<file path="src/rtl/conv_pkg.sv">
// conv_pkg: shared word width and loader state encoding
package conv_pkg;
    localparam int WORD_W = 32;
    typedef enum logic [1:0] {LOAD_FILTER, LOAD_INPUT, PRESENT} state_t;
endpackage

</file>
<file path="src/rtl/conv_frame_loader.sv">
// conv_frame_loader: assembles a filter block and an input frame from one word stream; CONV_LOADER_LAST_CHECK_EN enables the sticky s_last framing error
module conv_frame_loader
    import conv_pkg::*;
#(
    parameter int input_size  = 7,
    parameter int filter_size = 3
) (
    input  logic                                               clk,
    input  logic                                               rst_n,
    input  logic                                               s_valid,
    output logic                                               s_ready,
    input  logic [WORD_W-1:0]                                  s_data,
    input  logic                                               s_last,
    input  logic                                               reload_filter,
    output logic [input_size*input_size-1:0][WORD_W-1:0]       input_data,
    output logic [filter_size*filter_size-1:0][WORD_W-1:0]     filter,
    output logic                                               frame_valid,
    input  logic                                               frame_ready,
    output logic                                               err
);
    localparam int IN_N  = input_size * input_size;
    localparam int FL_N  = filter_size * filter_size;
    localparam int CNT_W = $clog2(IN_N);
    state_t           state, state_n;
    logic [CNT_W-1:0] cnt;
    logic             armed, acc, last_word;
    assign s_ready     = armed && state != PRESENT;
    assign frame_valid = state == PRESENT;
    assign acc         = s_valid && s_ready;
    assign last_word   = (state == LOAD_FILTER) ? cnt == CNT_W'(FL_N - 1) : cnt == CNT_W'(IN_N - 1);
    // next state: advance on the final word of a phase, leave PRESENT on the downstream handshake
    always_comb begin
        state_n = state;
        if (state == PRESENT) begin
            if (frame_ready) state_n = reload_filter ? LOAD_FILTER : LOAD_INPUT;
        end else if (acc && last_word) begin
            state_n = (state == LOAD_FILTER) ? LOAD_INPUT : PRESENT;
        end
    end
    // state, word counter (cleared on every transition) and post-reset ready arming
    always_ff @(posedge clk or negedge rst_n) begin
        if (!rst_n) begin
            state <= LOAD_FILTER;
            cnt   <= '0;
            armed <= 1'b0;
        end else begin
            state <= state_n;
            cnt   <= (state_n != state) ? '0 : acc ? cnt + 1'b1 : cnt;
            armed <= 1'b1;
        end
    end
    // write each accepted word into the array slot selected by phase and count
    always_ff @(posedge clk or negedge rst_n) begin
        if (!rst_n) begin
            filter     <= '0;
            input_data <= '0;
        end else if (acc) begin
            for (int i = 0; i < FL_N; i++)
                if (state == LOAD_FILTER && cnt == CNT_W'(i)) filter[i] <= s_data;
            for (int i = 0; i < IN_N; i++)
                if (state == LOAD_INPUT && cnt == CNT_W'(i)) input_data[i] <= s_data;
        end
    end
`ifdef CONV_LOADER_LAST_CHECK_EN
    // sticky flag for s_last disagreeing with the word count
    always_ff @(posedge clk or negedge rst_n) begin
        if (!rst_n) err <= 1'b0;
        else if (acc && s_last != last_word) err <= 1'b1;
    end
`else
    logic unused_last;
    assign unused_last = s_last;
    assign err         = 1'b0;
`endif
endmodule

</file>
<file path="config.mk">
export PLATFORM = sky130hd
export DESIGN_NAME = conv_frame_loader
export DESIGN_NICKNAME = d
export VERILOG_FILES = /design/src/rtl/conv_pkg.sv /design/src/rtl/conv_frame_loader.sv
export SDC_FILE = /design/constraint.sdc
export NUM_CORES = 2
export LEC_CHECK = 0
export BUFFER_PORTS_ARGS = -buffer_cell sky130_fd_sc_hd__buf_2
export CAP_MARGIN = 10
export CORE_AREA = 2 2 738 740
export DETAILED_ROUTE_END_ITERATION = 7
export DIE_AREA = 0 0 740 742
export GPL_TIMING_DRIVEN = 1
export HOLD_SLACK_MARGIN = 0.15
export SETUP_SLACK_MARGIN = 0.3
export SYNTH_ARGS = -nofsm -noshare
export SYNTH_HDL_FRONTEND = slang
export SYNTH_SLANG_ARGS = --single-unit
</file>
<file path="constraint.sdc">
create_clock -name clk -period 2.95 [get_ports clk]
set_input_delay 0.1475 -clock clk [delete_from_list [all_inputs] [get_ports clk]]
set_output_delay 0.1475 -clock clk [all_outputs]
set_load 0.01 [all_outputs]
</file>
==> results.md <==
* Slew Limit Headroom at between 30% and 40%
* Final #Nets at 6,295
* Unique cell type count in the Yosys netlist at 36
* Final Hold Slack at 0.366 ns
* Largest stage delay on the critical path at 0.47 ns
* Psw at 17,900 µW
* CP max FO at 21
* Worst R2R End: input_data[485]
* Die Span Y at about 740 µm
* Post-route ant nets at 0
* Fillers at ~59,000
* Synth Net Count at 4,284
* Post-synthesis sequential area ratio at 66.5%
* Ys Warns at 0
* Crit-path slowest cell: dfrtp_1
* DR WL/cell at 22.9 µm
* HP Class: input pin to flop
* Final hold violation count at 0
* Clock Latency Late Sink at 0.92 ns
* Sw frac at between 20 and 30%
* WL met3 at 25.0 mm
* Buf/Inv on CP at 2
* Arrival @ worst endpoint at between 3 and 4 ns
* CTS Buf Count at approximately 210
* Global-route wire length before repair at 414 mm
* Most Frequent Cell on Critical Path: buf_4
* Ys async rst share at 100%
* Cell leakage power at 0.0525 µW
* Critical-path cell list: nand2b_1 > nor3_4 > buf_4 > nand4_1 > buf_4 > mux2_2
* RD Place Congestion at 0.741
* Netlist Area Pre-Place at 70,200 µm²
* Die area at 549,000 µm²
* Largest net degree at the start of global routing at 108
* Startpoint Class: flop
* Std-Cell Rows at between 200 and 300
* H-tree levels at 4
* Hold path start: s_data[10]
* Crit path max-delay family: simple AND/OR/NAND/NOR gates
* Core footprint at 542,000 µm²
* Gr usage total at between 10% and 20%
* Total iterations of the first detailed-routing run at 5
* Metal2 WL at 144 mm
* Power Dens Cells at between 600 and 700 nW/µm²
* CTS tree: yes
* Clk root buf: clkbuf_16
* Via Count at 45,500
* Antenna violations before repair at 75
* Syn Inst Count at 4,242
* DR vias/cell at 3.32
* Reg2reg setup slack at approximately 0.34 ns
* Final wirelength at 314 mm
* Status: complete, no violations
* Setup TNS at 0 ns
* CP endpoint kind: flop
* Ys flop type: dfrtp_1
* DP HPWL at 223 mm
* Vias in the first global route at around 47,000
* Internal power at approximately 47,000 µW
* Yosys reg bits at 1,865
* Top-Level Pins at 1,897
* Worst-case clock buffer depth at 4
* Met1 WL at 133 mm
* Die Wd at 740 µm
* Top Metal Used: met5
* Fin crit share at between 80 and 90%
* Hold path endpoint: input_data[650]
* Initial DRC count at ~2,700
* Worst Tran Pin Value at 1.04 ns
* EDFF count, synth at 0
* Crit Path Category: flop to flop
* Area grow syn2layout at 39.8%
* Final slew viol count at 0
* Max_cap viols at 0
* Num Clock Sinks at 1,865
* RSZ-0062 raised after global routing: yes
* Final setup vio count at 0
* Combinational power share at 14.0%
* Minimum clock period at 2.61 ns
* IO Port Bufs at 1,894
* Clock share of power at 41.4%
* WP data required at 3.68 ns
* Maximum vdd drop at 0.498 mV
* Layout cells sized above 1 at 67.8%
* Max Clock Skew at 0.0740 ns
* FMAX at 0.384 GHz
* Reg clk slew, reported paths at 0.06 ns
* Grt total ovfl at 0
* # DRC at 0
* Hold Path Stages at 3
* Reg power frac at 44.6%
* Worst R2R Path Depth at 6
* Initial Util at 12.9%
* Syn avg cell area at roughly 17 µm²
* FF-to-FF Start: cnt[4]
## cell usage after synthesis (3+ instances only)
| cell type | count | share of area [%] |
|---|---|---|
| buf_1 | 41 | 0.22 |
| buf_2 | 120 | 0.86 |
| buf_4 | 32 | 0.34 |
| buf_6 | 6 | 0.096 |
| clkbuf_1 | 192 | 1.0 |
| dfrtp_1 | 1865 | 66 |
| ha_1 | 4 | 0.071 |
| inv_1 | 7 | 0.037 |
| mux2_1 | 60 | 0.96 |
| mux2_2 | 1796 | 29 |
| nand2_1 | 19 | 0.10 |
| nand2b_1 | 6 | 0.053 |
| nand3_1 | 30 | 0.21 |
| nand4_1 | 4 | 0.036 |
| nor2_1 | 12 | 0.064 |
| nor2_4 | 10 | 0.16 |
| nor2b_1 | 4 | 0.036 |
| o21ai_0 | 3 | 0.021 |
| or4_1 | 3 | 0.032 |
| xnor2_1 | 5 | 0.062 |
## timing repair
item / in CTS / in global routing
hold endpoints to repair: 3374 / 0
setup buffers: 11 / 0
pin swaps: 4 / 0
hold buffers: 41 / 0
resized for setup: 7 / 4
setup endpoints to repair: 315 / 176
## tightest hold or removal path, delay by kind of cell
family	cells	cell delay, ns
buf+inv	2	0.85
mux	1	0.22
## cells by family (layout without fill, tap and decap cells)
family	after synthesis	count (layout)	share of synthesized area [%]
mux	1856	1856	29.8
fa+ha+maj	4	4	0.0713
xor+xnor	5	5	0.0624
simple gates	104	104	0.939
buf+inv	398	2582	2.58
compound gates	8	8	0.0660
flops	1865	1865	66.5
other cells	2	42	0.0107
## through the flow
| stage | std cells | setup slack (ns) | utilization, % | cell area [µm²] | total power (µW) |
|---|---|---|---|---|---|
| 2_1_floorplan | 4242 | 0.711 | - | 70200 | 33100 |
| 3_3_place_gp | 13200 | 0.128 | 16.7 | 90400 | 38300 |
| 3_5_place_dp | 13200 | 0.108 | 16.7 | 90400 | 38500 |
| 4_1_cts | 13700 | 0.160 | 18.1 | 98000 | 65800 |
| 5_1_grt | 13700 | 0.248 | 18.1 | 98000 | 67500 |
| 6_report | 13700 | 0.345 | 18.1 | 98100 | 64800 |
## power by group through the flow
stage	sequential (µW)	combinational (µW)	clock (µW)
final	28900	9100	26900
after floorplan	30400	2720	0
after detailed placement	29300	9180	0
after CTS	28900	9300	27700
after global routing	29200	9670	28700
after global placement	29200	9100	0
## worst max-delay path by stage
stage                  start  slack [ns]              end  depth (start not counted)
global route          cnt[4]        0.25  input_data[485]                          6
finish                cnt[4]        0.34  input_data[485]                          6
detailed placement    cnt[4]        0.11  input_data[504]                          6
floorplan             cnt[0]        0.71      filter[257]                          7
global placement      cnt[4]        0.13  input_data[510]                          6
CTS                 state[0]        0.16          s_ready                          5
## cells in the final DEF (no fill, tap or decap), types with 13 or more instances in the layout
| cell | Yosys | layout |
|---|---|---|
| clkinv_2 | 0 | 35 |
| buf_4 | 32 | 189 |
| diode_2 | 0 | 40 |
| clkbuf_1 | 192 | 40 |
| dlygate4sd3_1 | 0 | 40 |
| nor2_4 | 10 | 17 |
| dfrtp_1 | 1865 | 1865 |
| clkbuf_16 | 0 | 208 |
| mux2_2 | 1796 | 1796 |
| buf_2 | 120 | 1860 |
| nand3_4 | 0 | 14 |
| buf_12 | 0 | 91 |
| mux2_1 | 60 | 60 |
| buf_6 | 6 | 13 |
| clkbuf_8 | 0 | 65 |
| nand2_1 | 19 | 13 |
## metal layers
metal	vias to the layer above	GRT usage, %
li1	18900	-
met3	458	3.16
met2	2100	17.4
met4	6	4.19
met1	24100	13.9
met5	-	0
## flip-flops by register name, summed over array words and instances (netlist names)
name        cells
cnt             6
state           2
filter        288
armed           1
input_data   1568
## area by class of cell
cell class | instances | area, µm² | area share [%]
clock inverters | 69 | 815 | 0.830
well taps | 7234 | 9050 | 9.23
repair buffers | 2193 | 13100 | 13.3
multi-input cells | 1979 | 22100 | 22.5
inverters | 7 | 26.3 | 0.0268
flip-flops and latches | 1865 | 46700 | 47.6
clock buffers | 313 | 6250 | 6.37
diodes | 40 | 100 | 0.102
(Power assumes the default switching activity.)
